<file path="config.mk">
export PLATFORM = sky130hd
export DESIGN_NAME = countdown_timer
export DESIGN_NICKNAME = d
export VERILOG_FILES = /design/src/rtl/countdown_pkg.sv /design/src/rtl/bcd_down_digit.sv /design/src/rtl/countdown_timer.sv
export SDC_FILE = /design/constraint.sdc
export NUM_CORES = 1
export LEC_CHECK = 0
export ABC_AREA = 1
export CAP_MARGIN = 25
export CORE_AREA = 8 8 104 82
export DETAILED_ROUTE_END_ITERATION = 8
export DIE_AREA = 0 0 112 90
export MAX_ROUTING_LAYER = met4
export PLACE_DENSITY = 0.76
export SYNTH_ARGS = -nofsm -noshare
export SYNTH_HDL_FRONTEND = slang
export SYNTH_HIERARCHICAL = 1
export SYNTH_SLANG_ARGS = --single-unit
</file>
<file path="constraint.sdc">
create_clock -name clk_main -period 2.5 [get_ports clk_main]
set_clock_uncertainty 0.1 [all_clocks]
set_input_delay 0.5 -clock clk_main [delete_from_list [all_inputs] [get_ports clk_main]]
set_output_delay 0.5 -clock clk_main [all_outputs]
set_load 0.005 [all_outputs]
</file>
<file path="src/rtl/countdown_pkg.sv">
// countdown_pkg: state encoding, digit limits and defaults shared by the countdown timer
package countdown_pkg;
   typedef enum logic [1:0] {S_IDLE, S_RUN, S_PAUSE, S_EXPIRED} state_e;
   localparam logic [3:0] DIGIT_MAX = 4'd9;
   localparam logic [3:0] TENS_MAX = 4'd5;
   localparam int TICK_DIV_DEF = 500000;
   localparam int BLINK_TICKS = 5;
   function automatic logic [3:0] clamp(input logic [3:0] v, input logic [3:0] lim);
      return (v > lim) ? lim : v;
   endfunction
endpackage

</file>
<file path="src/rtl/bcd_down_digit.sv">
// bcd_down_digit: one BCD down-counting digit with load, wrap-to-limit and borrow out
module bcd_down_digit (
   input  logic       clk_main,
   input  logic       reset,
   input  logic       load_i,
   input  logic [3:0] load_val_i,
   input  logic [3:0] limit_i,
   input  logic       borrow_i,
   output logic [3:0] digit_o,
   output logic       borrow_o
);
   logic [3:0] digit_q, digit_d;
   // load wins over decrement; a decrement from zero wraps to the limit and borrows
   always_comb digit_d = load_i ? load_val_i : borrow_i ? ((digit_q == 4'd0) ? limit_i : digit_q - 4'd1) : digit_q;
   // digit register
   always_ff @(posedge clk_main or negedge reset)
      if (!reset) digit_q <= '0;
      else digit_q <= digit_d;
   assign digit_o = digit_q;
   assign borrow_o = borrow_i && (digit_q == 4'd0);
endmodule

</file>
<file path="src/rtl/countdown_timer.sv">
// countdown_timer: M:SS.t countdown with run/pause/clear/load; ALARM_BLINK_EN enables a 0.5 s blinking alarm
module countdown_timer
   import countdown_pkg::*;
#(
   parameter int TICK_DIV = TICK_DIV_DEF,
   parameter int CNT_W = 19
) (
   input  logic       clk_main,
   input  logic       reset,
   input  logic       start,
   input  logic       clear,
   input  logic       load,
   input  logic [3:0] preset_min,
   input  logic [3:0] preset_10s,
   input  logic [3:0] preset_1s,
   output logic [3:0] digit_1min,
   output logic [3:0] digit_10sec,
   output logic [3:0] digit_1sec,
   output logic [3:0] digit_1_10sec,
   output logic       running,
   output logic       expired,
   output logic       alarm
);
   state_e state_q, state_d;
   logic [CNT_W-1:0] presc_q, presc_d;
   logic [15:0] preset_q, preset_d, preset_in, load_val, cnt;
   logic [3:0] dig [4];
   logic [4:0] brw;
   logic presc_end, tick, load_eff, start_eff, load_en;
   assign presc_end = presc_q == CNT_W'(TICK_DIV - 1);
   assign tick = (state_q == S_RUN) && presc_end;
   assign load_eff = load && !clear && (state_q != S_RUN);
   assign start_eff = start && !clear && !load;
   assign load_en = clear || load_eff;
   assign preset_in = {clamp(preset_min, DIGIT_MAX), clamp(preset_10s, TENS_MAX), clamp(preset_1s, DIGIT_MAX), 4'd0};
   assign load_val = !load_en ? '0 : clear ? preset_q : preset_in;
   assign preset_d = load_eff ? preset_in : preset_q;
   assign cnt = {dig[3], dig[2], dig[1], dig[0]};
   assign brw[0] = tick;
   // tenths, seconds, tens, minutes; an underflow out of the minutes pins the count at zero
   for (genvar i = 0; i < 4; i++) begin : g_dig
      bcd_down_digit u_dig (
         .clk_main  (clk_main),
         .reset     (reset),
         .load_i    (load_en || brw[4]),
         .load_val_i(load_val[4*i +: 4]),
         .limit_i   ((i == 2) ? TENS_MAX : DIGIT_MAX),
         .borrow_i  (brw[i]),
         .digit_o   (dig[i]),
         .borrow_o  (brw[i+1])
      );
   end
   assign digit_1_10sec = dig[0];
   assign digit_1sec = dig[1];
   assign digit_10sec = dig[2];
   assign digit_1min = dig[3];
   // state, prescaler and preset registers
   always_ff @(posedge clk_main or negedge reset)
      if (!reset) begin
         state_q <= S_IDLE;
         presc_q <= '0;
         preset_q <= '0;
      end else begin
         state_q <= state_d;
         presc_q <= presc_d;
         preset_q <= preset_d;
      end
   // next state: clear > load > start; the final tick beats a simultaneous start
   always_comb begin
      state_d = state_q;
      if (load_en) state_d = S_IDLE;
      else
         case (state_q)
            S_IDLE:  state_d = (start_eff && cnt != '0) ? S_RUN : S_IDLE;
            S_RUN:   state_d = (tick && cnt == 16'h0001) ? S_EXPIRED : start_eff ? S_PAUSE : S_RUN;
            S_PAUSE: state_d = start_eff ? S_RUN : S_PAUSE;
            default: state_d = state_q;
         endcase
   end
   // prescaler free-runs in RUN and EXPIRED, holds in PAUSE, rests at zero in IDLE
   always_comb presc_d = (load_en || state_q == S_IDLE) ? '0 : (state_q == S_PAUSE) ? presc_q : presc_end ? '0 : presc_q + CNT_W'(1);
   // Moore status outputs
   always_comb begin
      running = state_q == S_RUN;
      expired = state_q == S_EXPIRED;
   end
`ifdef ALARM_BLINK_EN
   logic alarm_q, alarm_d, blink_tick, blink_end;
   logic [2:0] blink_q, blink_d;
   assign blink_tick = (state_q == S_EXPIRED) && presc_end;
   assign blink_end = blink_tick && (blink_q == 3'(BLINK_TICKS - 1));
   // alarm starts high on entering EXPIRED and flips every BLINK_TICKS ticks while there
   always_comb begin
      blink_d = (state_d != S_EXPIRED || state_q != S_EXPIRED || blink_end) ? '0 : blink_tick ? blink_q + 3'd1 : blink_q;
      alarm_d = (state_d != S_EXPIRED) ? 1'b0 : (state_q != S_EXPIRED) ? 1'b1 : blink_end ? ~alarm_q : alarm_q;
   end
   // blink registers
   always_ff @(posedge clk_main or negedge reset)
      if (!reset) begin
         alarm_q <= 1'b0;
         blink_q <= '0;
      end else begin
         alarm_q <= alarm_d;
         blink_q <= blink_d;
      end
   assign alarm = alarm_q;
`else
   assign alarm = expired;
`endif
endmodule

</file>
Yosys cells after proc, flatten, opt, wreduce, memory -nomap -nowiden
Cells that the tools add are included.

operators by class
  eq/ne operators = 7
  magnitude comparators = 3
  mux-type cells = 26
  reductions and logical operators = 27
  add/sub/neg operators = 5

operators with widths
  cell                                                                              number
  4-bit 2-to-1 mux                                                                  15
  19-bit 2-to-1 mux                                                                 3
  16-bit 2-to-1 mux                                                                 2
  19-bit by 1-bit adder with 19-bit output (second input constant)                  1
  19-bit == test (second input constant)                                            1
  16-bit by 1-bit == test with 1-bit output (second input constant)                 1
  4-bit logical NOT                                                                 4
  16-bit nonzero test                                                               1
  4-bit by 1-bit subtractor with 4-bit output (second input constant)               4
  1-bit logical AND                                                                 11
  4-bit greater-than comparator (second input constant)                             2
  2-bit 2-to-1 mux                                                                  4
  2-bit nonzero test                                                                4
  2-bit case mux with 3 select lines                                                1
  2-bit == test (second input constant)                                             2
  4-bit by 3-bit greater-than comparator with 1-bit output (second input constant)  1
  4-bit nonzero test                                                                1
  1-bit logical OR                                                                  3
  2-bit by 1-bit == test with 1-bit output (second input constant)                  1
  1-bit logical NOT                                                                 2
  2-bit logical NOT                                                                 1
  2-bit by 1-bit != test with 1-bit output (second input constant)                  1
  2-bit != test (second input constant)                                             1
  1-bit 2-to-1 mux                                                                  1

storage, ports and cells
  input bits = 17
  output and inout bits = 19
  flip-flop bits (word level) = 49
  word-level logic and storage cells = 75

Logic depth before layout (Yosys ltp)
  depth in word-level cells = 8
  gate-level depth with buffers = 19
  depth with buffers taken out = 19

Hierarchy
Netlist, hierarchy kept.

by module, submodules not included
  module           area an instance (um^2)  instances  cells each  sequential area each (um^2)
  countdown_timer  2272.2                   1          324         825.8
  bcd_down_digit   299.0                    4          47          100.1

Worst setup path after synthesis
Ideal clock, no wire load.

  path type = flip-flop to flip-flop
  start point = register presc_q[0]
  end point = register g_dig[0].u_dig.digit_q[2]
  buffers on the path = 0
  data arrival time = 2.362 ns
  setup slack = -0.089 ns
  clock period less this slack = 2.589 ns
  setup time = 0.127 ns
  stages on the path, launching flop included = 18
  cell sequence = dfrtp_1 > ha_1 > nand3_2 > clkinv_2 > nand3_1 > nor3_1 > inv_1 > nor2_1 > inv_1 > nor2_1 > inv_1 > nor2_1 > inv_1 > nor2_1 > or2_2 > nor2_1 > a22oi_1 > o21ai_1

on the way
  cells in the longest elaborated chain, start to end = 8
  elaborated cells on any way between the ends = 9
  those cells by class = eq/ne: 1; mux: 1; reduce/logical: 7

ends and longest elaborated chain
  item                                                           RTL line               text
  start, declared                                                countdown_timer.sv:25  logic [CNT_W-1:0] presc_q, presc_d;
  start signal, assigned                                         countdown_timer.sv:65  presc_q <= presc_d;
  19-bit == test (*)                                             countdown_timer.sv:30  assign presc_end = presc_q == CNT_W'(TICK_DIV - 1);
  1-bit logical AND (*)                                          countdown_timer.sv:31  assign tick = (state_q == S_RUN) && presc_end;
  named net brw[0]                                               countdown_timer.sv:28  logic [4:0] brw;
  1-bit logical AND (*)                                          bcd_down_digit.sv:20   assign borrow_o = borrow_i && (digit_q == 4'd0);
  named net brw[1]                                               countdown_timer.sv:28
  1-bit logical AND (*)                                          bcd_down_digit.sv:20
  named net brw[2]                                               countdown_timer.sv:28
  1-bit logical AND (*)                                          bcd_down_digit.sv:20
  named net brw[3]                                               countdown_timer.sv:28
  1-bit logical AND (*)                                          bcd_down_digit.sv:20
  named net brw[4]                                               countdown_timer.sv:28
  1-bit logical OR (*)                                           countdown_timer.sv:45  .load_i (load_en || brw[4]),
  4-bit 2-to-1 mux / 2-bit nonzero test (equally long branches)  --
  end signal, assigned                                           bcd_down_digit.sv:18   else digit_q <= digit_d;
  end, declared                                                  bcd_down_digit.sv:12   logic [3:0] digit_q, digit_d;

Mark *: on every way through the listed nets, which the timed path passes. The rest lies on a longest branch.
A chain may end at the register's enable or synchronous reset.

Worst setup path after layout
  start point = register presc_q[1]
  end point = register g_dig[3].u_dig.digit_q[1]

on the way
  cells in the longest elaborated chain, start to end = 8
  elaborated cells on any way between the ends = 9
  those cells by class = eq/ne: 1; mux: 1; reduce/logical: 7

ends and longest elaborated chain
  item                                                           RTL line
  19-bit == test (*)                                             countdown_timer.sv:30
  1-bit logical AND (*)                                          countdown_timer.sv:31
  named net brw[0]                                               countdown_timer.sv:28
  1-bit logical AND (*)                                          bcd_down_digit.sv:20
  named net brw[1]                                               countdown_timer.sv:28
  1-bit logical AND (*)                                          bcd_down_digit.sv:20
  named net brw[2]                                               countdown_timer.sv:28
  1-bit logical AND (*)                                          bcd_down_digit.sv:20
  named net brw[3]                                               countdown_timer.sv:28
  1-bit logical AND (*)                                          bcd_down_digit.sv:20
  named net brw[4]                                               countdown_timer.sv:28
  1-bit logical OR (*)                                           countdown_timer.sv:45
  4-bit 2-to-1 mux / 2-bit nonzero test (equally long branches)  --
  end signal, assigned                                           bcd_down_digit.sv:18
  end, declared                                                  bcd_down_digit.sv:12

Marks and branches as above.

==> summary.md <==
| Metric | Value |
|---|---|
| Status | `complete, but fails checks` |
| Failing checks | `negative setup slack` |
| Share of post-route cells with drive strength above 1 | `20.8%` |
| CTS H-Tree Depth | `2` |
| Placed cells | `690` |
| RSZ-0062 raised after global routing | `yes` |
| Slowest cell on crit path | `dfrtp_1` |
| Slew HR | `56.6%` |
| Largest net degree at the start of global routing | `50` |
| Routability Congestion | `roughly 0.94` |
| R2r startpoint | `presc_q[1]$_DFFE_PN0P_` |
| Vias in the first global route | `3393` |
| Min setup slack post-route | `-142 ps` |
| Worst-Margin Slew | `650 ps` |
| FMAX | `378 MHz` |
| Clock slew at the register clock pins of the worst setup and hold paths | `roughly 100 ps` |
| Pleak | `2.23 nW` |
| Dpl hpwl | `about 6900 um` |
| Multi-input logic area | `between 0.0015 and 0.002 mm^2` |
| CTS tree | `built` |
| CP arrival | `2730 ps` |
| DP Area | `0.00427 mm^2` |
| Post-route cell area | `0.00457 mm^2` |
| Routed len/inst | `about 13 um` |
| Storage element area | `0.00123 mm^2` |
| Period utilization | `106%` |
| Internal | `1.37 mW` |
| Via density | `5.04` |
| Pre-antenna DRT Iters | `5` |
| Peak per-stage delay on the critical path | `370 ps` |
| Clk buf depth | `2` |
| Power per cell area | `431 mW/mm^2` |
| Met2 WL | `4130 um` |
| CTS buffer count | `5` |
| DR WL met3 | `between 600 and 700 um` |
| Syn_area_per_cell | `6.77 um^2` |
| Diodes inserted | `0` |
| Sequential power share | `45.4%` |
| GRT overflow | `0` |
| Drt initial violations | `265` |
| Clk pwr share | `31.4%` |
| Total GRT Usage | `between 10% and 20%` |
| Warnings from Yosys | `6` |
| Endpoint class of the critical path | `flop` |
| Clk Latency, worst-skew pair | `320 ps` |
| Fin. max-slew vios | `0` |
| Crit start category | `flop` |
| Routed via count | `roughly 3600` |
| Non-filler instance count after layout | `~710` |
| Site Rows | `27` |
| Worst R2R End | `g_dig[3].u_dig/digit_o[1]$_DFFE_PN0P_` |
| IO Pins | `36` |
| Nets | `~650` |
| CP Max Fanout | `6` |
| Final Setup Violations | `15` |
| Register-to-register setup slack | `-140 ps` |
| Hold-fix buffers, CTS | `0` |
| DR top layer | `met4` |
| Starting Density | `49.4%` |
| Filler cells | `about 600` |
| Area growth from synthesis to final layout | `31.7%` |
| DR DRC count | `0` |
| Period minus WS final | `2640 ps` |
| Post-synth cell types | `35` |
| Port buffer count | `35` |
| Post-synthesis cell count | `512` |
| CP required | `2590 ps` |
| Wire length of the first global-routing pass | `15500 um` |
| VDD IR max | `212 uV` |
| Switching power | `599 uW` |
| Die area | `between 0.01 and 0.015 mm^2` |
| Crit Path Class | `flop to flop` |
| Final WL | `slightly above 9000 um` |
| Critical Path, Cell by Cell | `ha_2, nand3_2, clkinv_2, nand3_2, nor3_2, inv_1, nor2_2, inv_2, nor2_4, inv_2, nor2_4, inv_2, nor2_4, or2_4, nor2_2, a22oi_1, nand2_1` |
| Post-route ant nets | `0` |
| Antenna violations before repair | `0` |
| Register area share after synthesis | `35.4%` |
| Max Cap Viol | `0` |
| Comb pwr share | `23.2%` |
| Mapped Area | `0.00347 mm^2` |
| Final Hold Viols | `0` |
| Sw frac | `30.5%` |
| Yosys reg bits | `about 50` |
| Chip width | `about 110 um` |
| CTS root buf | `clkbuf_8` |
| Worst min path class | `input pin to async pin` |
| Worst R2R Path Depth | `17` |
| Die Y | `90 um` |
| Clk sinks | `49` |
| Core area | `0.00703 mm^2` |
| Wire length on met1 | `4390 um` |
cells by family (layout without fill, tap and decap cells):
family	Yosys count	count (layout)	synth area share, %
simple gates	273	274	36.5
buf+inv	107	197	12.2
compound gates	67	67	11.3
flops	49	49	35.4
fa+ha+maj	9	9	3.25
xor+xnor	5	5	1.26
other cells	2	20	0.217
per-stage QoR:
step	hold WS (ps)	setup TNS, ps	setup slack [ps]	total power [mW]	utilization (%)
finish	173	-668	-142	1.97	65.0
global route	219	-3240	-295	2.07	65.0
CTS	210	0	9.68	1.95	63.2
detailed placement	372	-2730	-209	1.34	60.8
global placement	350	-1040	-104	1.33	60.8
floorplan	104	0	1.65	1.15	-
critical path: cells and delay by family (launching register included):
family	cells	cell delay, ps
AND/OR/NAND/NOR	10	1260
buffers and inverters	5	370
flip-flops	1	370
AO/OA/AOI/OAI	1	210
adder cells (fa/ha/maj)	1	200
state kept, by name, indices dropped and copies added (netlist names):
signal	flops
presc_q	19
g_dig.u_dig/digit_o	16
preset_q	12
state_q	2
timing repair:
| item | 4_1_cts | 5_1_grt |
|---|---|---|
| cloned | 1 | 0 |
| resized for setup | 8 | 22 |
| pin swaps | 7 | 15 |
| buffers inserted | 3 | 6 |
| setup endpoints to repair | 16 | 16 |
synthesized netlist by cell type (all sizes together):
| master | number | area, um^2 |
|---|---|---|
| nand2 | 122 | 510 |
| inv | 102 | 383 |
| nor2 | 88 | 385 |
| dfrtp | 49 | 1230 |
| nand3 | 41 | 215 |
| o21ai | 36 | 184 |
| a22oi | 16 | 120 |
| nand4 | 11 | 90.1 |
| a21oi | 10 | 50.1 |
| ha | 9 | 113 |
| nor3 | 6 | 30.0 |
| xor2 | 5 | 43.8 |
| buf | 3 | 30.0 |
| a31oi | 2 | 12.5 |
| conb | 2 | 7.51 |
| nand3b | 2 | 15.0 |
| a211o | 1 | 8.76 |
| and3 | 1 | 6.26 |
| clkbuf | 1 | 5.00 |
| clkinv | 1 | 5.00 |
| nor4 | 1 | 6.26 |
| o21a | 1 | 7.51 |
| o21bai | 1 | 7.51 |
| or2 | 1 | 6.26 |
cells in the final DEF (no fill, tap or decap), types with 4 or more instances in the layout:
master / n
nand2_2: 9
clkdlybuf4s50_1: 34
nand4_1: 9
nand2_1: 109
a21oi_1: 10
a22oi_1: 10
nor2_1: 64
nor2_2: 16
o21ai_0: 26
clkbuf_8: 6
inv_2: 13
dfrtp_1: 49
nand2_4: 4
nand3_1: 38
a22oi_2: 6
nor3_1: 4
xor2_1: 5
conb_1: 20
nor2_4: 8
buf_4: 51
ha_1: 8
o21ai_1: 9
inv_1: 89
power groups by stage:
stage | logic [mW] | registers (mW) | clock network [mW]
after floorplan | 0.247 | 0.901 | 0
after global placement | 0.423 | 0.903 | 0
after detailed placement | 0.434 | 0.906 | 0
after CTS | 0.440 | 0.890 | 0.621
after global routing | 0.515 | 0.899 | 0.655
final | 0.456 | 0.893 | 0.618
final cells by class:
type / instances / share of cell area, %
clock inverter: 2 / 0.822
multi-input combinational: 375 / 43.7
tap: 87 / 2.38
clock buffer: 6 / 1.81
inverter: 103 / 8.49
timing repair buffer: 86 / 15.9
sequential: 49 / 26.8
worst max path at each step:
stage | start | to | slack, ps | cells after the start
after global routing | presc_q[1]$_DFFE_PN0P_ | g_dig[3].u_dig/digit_o[1]$_DFFE_PN0P_ | -290 | 17
after CTS | presc_q[1]$_DFFE_PN0P_ | g_dig[3].u_dig/digit_o[2]$_DFFE_PN0P_ | 10 | 17
after global placement | presc_q[7]$_DFFE_PN0P_ | g_dig[3].u_dig/digit_o[2]$_DFFE_PN0P_ | -100 | 15
after floorplan | presc_q[0]$_DFFE_PN0P_ | g_dig[0].u_dig/digit_o[2]$_DFFE_PN0P_ | 2 | 17
after detailed placement | presc_q[10]$_DFFE_PN0P_ | g_dig[3].u_dig/digit_o[2]$_DFFE_PN0P_ | -210 | 17
final | presc_q[1]$_DFFE_PN0P_ | g_dig[3].u_dig/digit_o[1]$_DFFE_PN0P_ | -140 | 17
routing by layer:
layer | GRT usage (%) | vias up
met2 | 27.7 | 130
met5 | - | -
met3 | 4.07 | 10
li1 | - | 1807
met4 | 4.37 | 0
met1 | 26.0 | 1621
(Power assumes the default switching activity.)
